**src/rtl/rp_spi_slave.sv**
```systemverilog
// SPI mode-0 target: oversamples cs/sclk/mosi in the clk domain, shifts a preloaded
// word out on miso and returns each completed received word as a one-cycle strobe.
module rp_spi_slave #(
    parameter int DW = 16
) (
    input  logic          clk,
    input  logic          rstn,
    input  logic          cs,
    input  logic          sclk,
    input  logic          mosi,
    output logic          miso,
    output logic          miso_oe,
    input  logic [DW-1:0] tx_data,
    input  logic          tx_wen,
    output logic          tx_ready,
    output logic          tx_underrun,
    output logic [DW-1:0] rx_data,
    output logic          rx_valid,
    output logic          busy
);

    localparam int CW = $clog2(DW);

    typedef enum logic {
        IDLE,
        SHIFT
    } state_t;

    state_t        state_q;
    logic          csMeta_q, csSync_q, csDly_q;
    logic          sclkMeta_q, sclkSync_q, sclkDly_q;
    logic          mosiMeta_q, mosiSync_q;
    logic [DW-1:0] txBuf_q;
    logic          txReady_q;
    logic          underrun_q;
    logic [DW-1:0] txs_q;
    logic [DW-1:0] rxs_q;
    logic [DW-1:0] rxData_q;
    logic          rxValid_q;
    logic [CW-1:0] bitCnt_q;
    logic          reload_q;

    logic          csFall, sclkRise, sclkFall;
    logic          doLoad_d;
    logic [DW-1:0] loadVal_d;
    logic [DW-1:0] rxsNext_d;

    always_ff @(posedge clk or negedge rstn) begin
        if (!rstn) begin
            csMeta_q   <= 1'b1;
            csSync_q   <= 1'b1;
            csDly_q    <= 1'b1;
            sclkMeta_q <= 1'b0;
            sclkSync_q <= 1'b0;
            sclkDly_q  <= 1'b0;
            mosiMeta_q <= 1'b0;
            mosiSync_q <= 1'b0;
        end else begin
            csMeta_q   <= cs;
            csSync_q   <= csMeta_q;
            csDly_q    <= csSync_q;
            sclkMeta_q <= sclk;
            sclkSync_q <= sclkMeta_q;
            sclkDly_q  <= sclkSync_q;
            mosiMeta_q <= mosi;
            mosiSync_q <= mosiMeta_q;
        end
    end

    assign csFall   = csDly_q & ~csSync_q;
    assign sclkRise = sclkSync_q & ~sclkDly_q;
    assign sclkFall = ~sclkSync_q & sclkDly_q;

    // A load fires on entry to SHIFT and on the sclk fall after a word completes;
    // an empty buffer loads zeros.
    always_comb begin
        doLoad_d  = ((state_q == IDLE) && csFall) ||
                    ((state_q == SHIFT) && !csSync_q && sclkFall && reload_q);
        loadVal_d = txReady_q ? '0 : txBuf_q;
        rxsNext_d = {rxs_q[DW-2:0], mosiSync_q};
    end

    // The load sees the buffer state from before any same-cycle write, so a write
    // coinciding with an underrun is kept for the following slot.
    always_ff @(posedge clk or negedge rstn) begin
        if (!rstn) begin
            txBuf_q    <= '0;
            txReady_q  <= 1'b1;
            underrun_q <= 1'b0;
        end else begin
            underrun_q <= doLoad_d & txReady_q;
            if (doLoad_d && !txReady_q) begin
                txReady_q <= 1'b1;
            end else if (tx_wen && txReady_q) begin
                txBuf_q   <= tx_data;
                txReady_q <= 1'b0;
            end
        end
    end

    always_ff @(posedge clk or negedge rstn) begin
        if (!rstn) begin
            state_q   <= IDLE;
            txs_q     <= '0;
            rxs_q     <= '0;
            rxData_q  <= '0;
            rxValid_q <= 1'b0;
            bitCnt_q  <= '0;
            reload_q  <= 1'b0;
        end else begin
            rxValid_q <= 1'b0;
            case (state_q)
                IDLE: begin
                    if (csFall) begin
                        state_q  <= SHIFT;
                        txs_q    <= loadVal_d;
                        bitCnt_q <= '0;
                        reload_q <= 1'b0;
                    end
                end
                SHIFT: begin
                    // Deselect beats a coincident sclk rise; partial words vanish.
                    if (csSync_q) begin
                        state_q  <= IDLE;
                        bitCnt_q <= '0;
                        rxs_q    <= '0;
                        reload_q <= 1'b0;
                    end else if (sclkRise) begin
                        rxs_q <= rxsNext_d;
                        if (bitCnt_q == CW'(DW - 1)) begin
                            rxData_q  <= rxsNext_d;
                            rxValid_q <= 1'b1;
                            bitCnt_q  <= '0;
                            reload_q  <= 1'b1;
                        end else begin
                            bitCnt_q <= bitCnt_q + 1'b1;
                        end
                    end else if (sclkFall) begin
                        if (reload_q) begin
                            txs_q    <= loadVal_d;
                            reload_q <= 1'b0;
                        end else begin
                            txs_q <= {txs_q[DW-2:0], 1'b0};
                        end
                    end
                end
                default: state_q <= IDLE;
            endcase
        end
    end

    assign miso        = ~csSync_q & txs_q[DW-1];
    assign miso_oe     = ~csSync_q;
    assign tx_ready    = txReady_q;
    assign tx_underrun = underrun_q;
    assign rx_data     = rxData_q;
    assign rx_valid    = rxValid_q;
    assign busy        = (state_q == SHIFT);

endmodule

```
**config.mk**
```make
export PLATFORM = sky130hd
export DESIGN_NAME = rp_spi_slave
export DESIGN_NICKNAME = d
export VERILOG_FILES = /design/src/rtl/rp_spi_slave.sv
export SDC_FILE = /design/constraint.sdc
export NUM_CORES = 1
export LEC_CHECK = 0
export CAP_MARGIN = 20
export CORE_MARGIN = 1.5
export CORE_UTILIZATION = 49
export DETAILED_ROUTE_END_ITERATION = 10
export PLACE_DENSITY = 0.77
export SETUP_SLACK_MARGIN = 0.2
export SLEW_MARGIN = 20
export SYNTH_ARGS = -nofsm -noshare
export SYNTH_HDL_FRONTEND = slang
export SYNTH_SLANG_ARGS = --single-unit
```
**constraint.sdc**
```tcl
create_clock -name clk -period 1.95 [get_ports clk]
set_input_delay 0.2925 -clock clk [delete_from_list [all_inputs] [get_ports clk]]
set_output_delay 0.2925 -clock clk [all_outputs]
set_load 0.01 [all_outputs]
```
==> results of run 1 <==
==> layout make-up <==
type	instances	area (um2)
flip-flops and latches	80	2010
fillers	529	2350
inverters	15	56.3
multi-input cells	148	1360
clock inverters	7	96.3
clock buffers	9	124
repair buffers	72	703
well taps	96	120
==> Yosys cell counts (all sizes together) <==
| master | instances | area share [%] |
|---|---|---|
| buf | 8 | 1.5 |
| mux2 | 44 | 14 |
| inv | 15 | 1.6 |
| or2 | 1 | 0.18 |
| o21ai | 3 | 0.43 |
| a22oi | 2 | 0.43 |
| a21oi | 2 | 0.61 |
| o211ai | 3 | 0.65 |
| clkbuf | 5 | 0.54 |
| a221oi | 1 | 0.25 |
| and2 | 2 | 0.36 |
| nor2 | 3 | 0.32 |
| o2bb2ai | 2 | 0.50 |
| nor4 | 1 | 0.61 |
| a22o | 24 | 6.0 |
| mux2i | 21 | 6.0 |
| nand2 | 1 | 0.11 |
| nor2b | 11 | 2.0 |
| ha | 4 | 1.4 |
| and3b | 2 | 0.50 |
| nand3 | 3 | 0.43 |
| dfstp | 4 | 3.0 |
| nand4 | 4 | 0.72 |
| nand2b | 9 | 1.6 |
| dfrtp | 76 | 55 |
| a221o | 1 | 0.29 |
| o21a | 1 | 0.22 |
| a32o | 1 | 0.29 |
| nand3b | 2 | 0.43 |
==> cell families (layout without fill, tap and decap cells) <==
kind of cell	after synthesis	count (layout)	synth area share [%]
compound gates	40	40	9.71
mux	65	65	20.3
buf+inv	28	103	3.67
simple gates	39	39	7.26
flops	80	80	57.7
fa+ha+maj	4	4	1.44
==> sequential cells by signal, indices dropped and copies added (netlist names), 4 cells and up <==
| register | flops |
|---|---|
| bitCnt_q | 4 |
| rx_data | 16 |
| txs_q | 16 |
| rxs_q | 15 |
| txBuf_q | 16 |
==> critical path: cells and delay by family, from the launching register on <==
family	cells	cell delay (ps)
AO/OA/AOI/OAI	3	870
adder cells (fa/ha/maj)	1	190
buffers and inverters	1	130
flip-flops	1	450
==> metrics by stage <==
| stage | setup slack (ps) | instances | total power, W |
|---|---|---|---|
| CTS | 221 | 415 | 0.00425 |
| floorplan | 201 | 256 | 0.00263 |
| global route | 38.8 | 427 | 0.00445 |
| detailed placement | 198 | 393 | 0.00289 |
| global placement | 293 | 393 | 0.00284 |
| finish | 225 | 427 | 0.00423 |
==> how the worst max path moves through the flow <==
stage | startpoint | endpoint | slack (ps) | depth (start not counted)
CTS | sclkSync_q$_DFF_PN0_ | txs_q[14]$_DFFE_PN0P_ | 220 | 5
finish | sclkSync_q$_DFF_PN0_ | bitCnt_q[1]$_DFFE_PN0P_ | 230 | 5
global route | sclkSync_q$_DFF_PN0_ | bitCnt_q[1]$_DFFE_PN0P_ | 40 | 5
detailed placement | bitCnt_q[0]$_DFFE_PN0P_ | rx_data[7]$_DFFE_PN0P_ | 200 | 5
global placement | sclkSync_q$_DFF_PN0_ | txs_q[10]$_DFFE_PN0P_ | 290 | 5
floorplan | bitCnt_q[0]$_DFFE_PN0P_ | rx_data[10]$_DFFE_PN0P_ | 200 | 5
==> placed cells by master, fill, tap and decap left out, types with 4 or more instances in the layout <==
cell type	instances
a22o_1	24
nand4_1	4
clkbuf_8	9
nor2b_1	11
mux2_2	44
clkdlybuf4s50_1	39
dfrtp_1	74
inv_1	12
buf_4	24
nand2b_1	9
mux2i_1	21
==> power by group through the flow <==
stage | combinational [W] | sequential (W) | clock, W
after floorplan | 0.000523 | 0.00211 | 0
after global placement | 0.000683 | 0.00216 | 0
after detailed placement | 0.000717 | 0.00217 | 0
after CTS | 0.000746 | 0.00213 | 0.00137
after global routing | 0.000832 | 0.00217 | 0.00145
final | 0.000751 | 0.00213 | 0.00135
==> timing repair <==
item	4_1_cts	5_1_grt
pin swaps	1	3
gates cloned	0	1
resized for setup	6	3
buffers inserted	5	11
endpoints found under the hold margin	37	0
endpoints found under the setup margin	14	24
hold buffers	1	0
==> metal layers <==
| metal | track usage [%] | share of wire (%) | up-vias |
|---|---|---|---|
| met5 | 0 | 0 | - |
| met4 | 8.23 | 2.0 | 0 |
| met3 | 5.69 | 3.9 | 14 |
| met2 | 28.7 | 48 | 53 |
| met1 | 25.4 | 46 | 1164 |
| li1 | - | - | 1056 |
==> flow_summary.json, run 1 <==
{
  "leakage_nw": 2.08,
  "yosys_register_bits": 80,
  "crit_slowest_cell": "dfrtp_2",
  "hold_end": "csMeta_q$_DFF_PN1_",
  "die-area_um2": 7620,
  "rr_worst_depth": 5,
  "grt_max_degree": 44,
  "cts_root_buf": "clkbuf_8",
  "synthesis.area_um2": 3480,
  "vdd_ir_drop_max_mv": 0.534,
  "dr.first_iter.drc_count": 127,
  "worst_pin_slew_ps": 504,
  "power_frac_seq_pct": 50.3,
  "synth_cell_types": 33,
  "setup_viol": 0,
  "drc": 0,
  "worstReg2RegEnd": "bitCnt_q[1]$_DFFE_PN0P_",
  "p_sw_w": 0.00111,
  "pin_count": 44,
  "finalSetupTns_ps": 0,
  "die_x_um": 87.3,
  "antenna_found_initial": 0,
  "path_max_fanout": 5,
  "worstSetupPathType": "reg -> reg",
  "pwr-share-comb_pct": 17.7,
  "rsz0062_at_grt": "no",
  "grt_usage_pct": 19.0,
  "grt_pass1_vias": 2242,
  "fin_nets": 352,
  "end_kind": "register",
  "syn-num-nets": 282,
  "finClkSkew_ps": 12.1,
  "core-area_um2": 6830,
  "cp_common_cell": "o21ai_0",
  "die_h_um": 87.3,
  "finalHoldWorstSlack_ps": 329,
  "ys_seq_area_share_pct": 57.7,
  "insertion_delay_ps": 360,
  "via_count": 2287,
  "cts_made_buffers": 9,
  "fin_crit_sh_pct": 88.4,
  "fmax_ghz": 0.580,
  "cpPeakStageDelay_ps": 450,
  "design_area_um2": 4480,
  "syn_avg_cell_area_um2": 13.6,
  "placed_cell_area_um2": 4090,
  "power.density_nw_per_um2": 945,
  "grt_pass1_wl_mm": 10.8,
  "finalMaxSlewViolations": 0,
  "ys_warn_count": 0,
  "path_cells": "ha_4 > buf_4 > o21ai_0 > o21ai_0 > o21ai_0",
  "syn_to_final_growth_pct": 28.6,
  "gp_congestion": 0.799,
  "numPortBuffers": 43,
  "netlist_instances": 256,
  "worstPathArrival_ps": 2000,
  "post_drt_via_cell_ratio": 5.36,
  "ant_nets": 0,
  "grt_overflow": 0,
  "wirelength_mm": 6.56,
  "worstHoldPathCells": 1,
  "min-delay-start": "cs",
  "cp.required_ps": 2220,
  "min_path_type": "in -> reg",
  "status": "finished, final reports clean",
  "regToRegSetupSlack_ps": 230,
  "clk_pin_slew_worst_paths_ps": 80,
  "swShare_pct": 26.3,
  "crit_path_start_kind": "register",
  "r2r_start": "sclkSync_q$_DFF_PN0_",
  "drv_cap": 0,
  "utilization_pct": 65.5,
  "dr.pass1.iters": 4,
  "cts_sinks": 80,
  "slew_headroom_pct": 66.4,
  "diodes": 0,
  "internal_power_w": 0.00312,
  "clk_path_buf_depth": 2,
  "htree_levels": 3,
  "hold_viol": 0,
  "p_clk_share_pct": 32.0,
  "drive_gt1_share_pct": 31.1,
  "routedWlPerCell_um": 15.4,
  "layout_min_cycle_time_ps": 1720,
  "dpl.hpwl_mm": 4.15,
  "initial_core_util_pct": 51.0,
  "cts_tree": "built",
  "std_cell_rows": 30
}
No activity file was read; power rests on OpenSTA's default activity.
==> inputs of run 2 (changes only) <==
- SKIP_CTS_REPAIR_TIMING: default -> 1
==> flow_summary.json, run 2 (synthesized netlist as in run 1, its figures left out) <==
{
  "status": "finished, final reports clean",
  "std_cell_rows": 30,
  "gp_congestion": 0.799,
  "end_kind": "register",
  "path_max_fanout": 8,
  "path_cells": "ha_2 > nand3_4 > nor4_4 > buf_4 > buf_12 > mux2_2",
  "post_drt_via_cell_ratio": 5.34,
  "die-area_um2": 7620,
  "wirelength_mm": 6.63,
  "min_path_type": "in -> reg",
  "die_h_um": 87.3,
  "crit_path_start_kind": "register",
  "final_common_cell": "dfrtp_1",
  "clk_path_buf_depth": 2,
  "drive_gt1_share_pct": 30.6,
  "diodes": 0,
  "cpPeakStageDelay_ps": 380,
  "rr_worst_depth": 6,
  "utilization_pct": 65.9,
  "finalHoldWorstSlack_ps": 334,
  "grt_pass1_vias": 2199,
  "fin_crit_sh_pct": 90.3,
  "crit_family": "simple AND/OR/NAND/NOR gates",
  "grt_overflow": 0,
  "vdd_ir_drop_max_mv": 0.533,
  "crit_slowest_cell": "dfrtp_1",
  "dr.pass1.iters": 4,
  "rsz0062_at_grt": "yes",
  "routedWlPerCell_um": 15.6,
  "power.density_nw_per_um2": 939,
  "cts_made_buffers": 9,
  "cts_tree": "built",
  "finalNonFillerCells": 426,
  "finalMaxSlewViolations": 0,
  "slew_headroom_pct": 66.0,
  "layout_min_cycle_time_ps": 1760,
  "syn_to_final_growth_pct": 29.4,
  "antenna_found_initial": 0,
  "die_x_um": 87.3,
  "finClkSkew_ps": 13.8,
  "worstSetupPathType": "reg -> reg",
  "layout_common_cells": "75 x dfrtp_1, 39 x clkdlybuf4s50_1, 36 x mux2_2",
  "grt_max_degree": 44,
  "clk_pin_slew_worst_paths_ps": 80,
  "drc": 0,
  "worst_pin_slew_ps": 509,
  "drv_cap": 0,
  "cts_sinks": 80,
  "setup_viol": 0,
  "grt_pass1_wl_mm": 10.6,
  "ant_nets": 0,
  "core-area_um2": 6830,
  "pin_count": 44,
  "dpl.hpwl_mm": 4.15,
  "initial_core_util_pct": 51.0,
  "fillCellCount": 534,
  "crit_cells": 6,
  "cp_num_buf_inv": 2,
  "htree_levels": 3,
  "numPortBuffers": 43,
  "cts_root_buf": "clkbuf_8",
  "leakage_nw": 2.10,
  "worstPathArrival_ps": 2000,
  "insertion_delay_ps": 360,
  "worstHoldPathCells": 1,
  "grt_usage_pct": 18.4,
  "fmax_ghz": 0.568,
  "place_inst": 393,
  "hold_viol": 0,
  "fin_nets": 351,
  "via_count": 2274,
  "cp.required_ps": 2190,
  "dr.first_iter.drc_count": 166
}
==> run 2: cell count changes in the layout (fill, tap and decap cells not counted), sizes merged <==
cell          delta
buf              -1
dlymetal6s2s     +3
dlygate4sd2      -3
==> run 2: metal layers <==
layer,wire (um),track usage (%),part of all wire (%),vias to the layer above
li1,-,-,-,1056
met1,3040,24.7,46,1160
met2,3190,27.8,48,44
met3,256,5.50,3.9,14
met4,150,7.65,2.3,0
met5,0,0,0,-
==> run 2: final cells by class <==
cell class	count	area, um2	area share, %
sequential	80	2010	44.7
multi-input combinational	148	1390	31.0
timing repair buffer	71	701	15.6
clock buffer	9	124	2.75
tap	96	120	2.67
clock inverter	7	96.3	2.14
inverter	15	56.3	1.25
==> run 2: per-stage QoR <==
stage | TNS [ps] | cell area, um2 | power (W) | setup slack [ps]
2_1_floorplan | 0 | 3490 | 0.00263 | 201
3_3_place_gp | 0 | 4090 | 0.00284 | 293
3_5_place_dp | 0 | 4090 | 0.00289 | 198
4_1_cts | -128 | 4310 | 0.00424 | -69.4
5_1_grt | 0 | 4500 | 0.00445 | 141
6_report | 0 | 4500 | 0.00423 | 189
==> run 2: worst paths after layout <==
kind	start	to	slack, ps
min in group asynchronous	rstn	rx_data[15]$_DFFE_PN0P_	430
setup / recovery	bitCnt_q[0]$_DFFE_PN0P_	rx_data[0]$_DFFE_PN0P_	190
hold / removal	cs	csMeta_q$_DFF_PN1_	330
hold reg to reg	mosiMeta_q$_DFF_PN0_	mosiSync_q$_DFF_PN0_	350
max in group asynchronous	rstn	csDly_q$_DFF_PN1_	850
setup reg to reg	bitCnt_q[0]$_DFFE_PN0P_	rx_data[0]$_DFFE_PN0P_	190
==> run 2: report_power, final <==
group	switching (W)	internal (W)	total, W	leakage [nW]
logic	0.000312	0.000433	0.000744	0.961
registers	0.000169	0.00197	0.00213	1.03
clock network	0.000627	0.000722	0.00135	0.113
total	0.00111	0.00312	0.00423	2.10
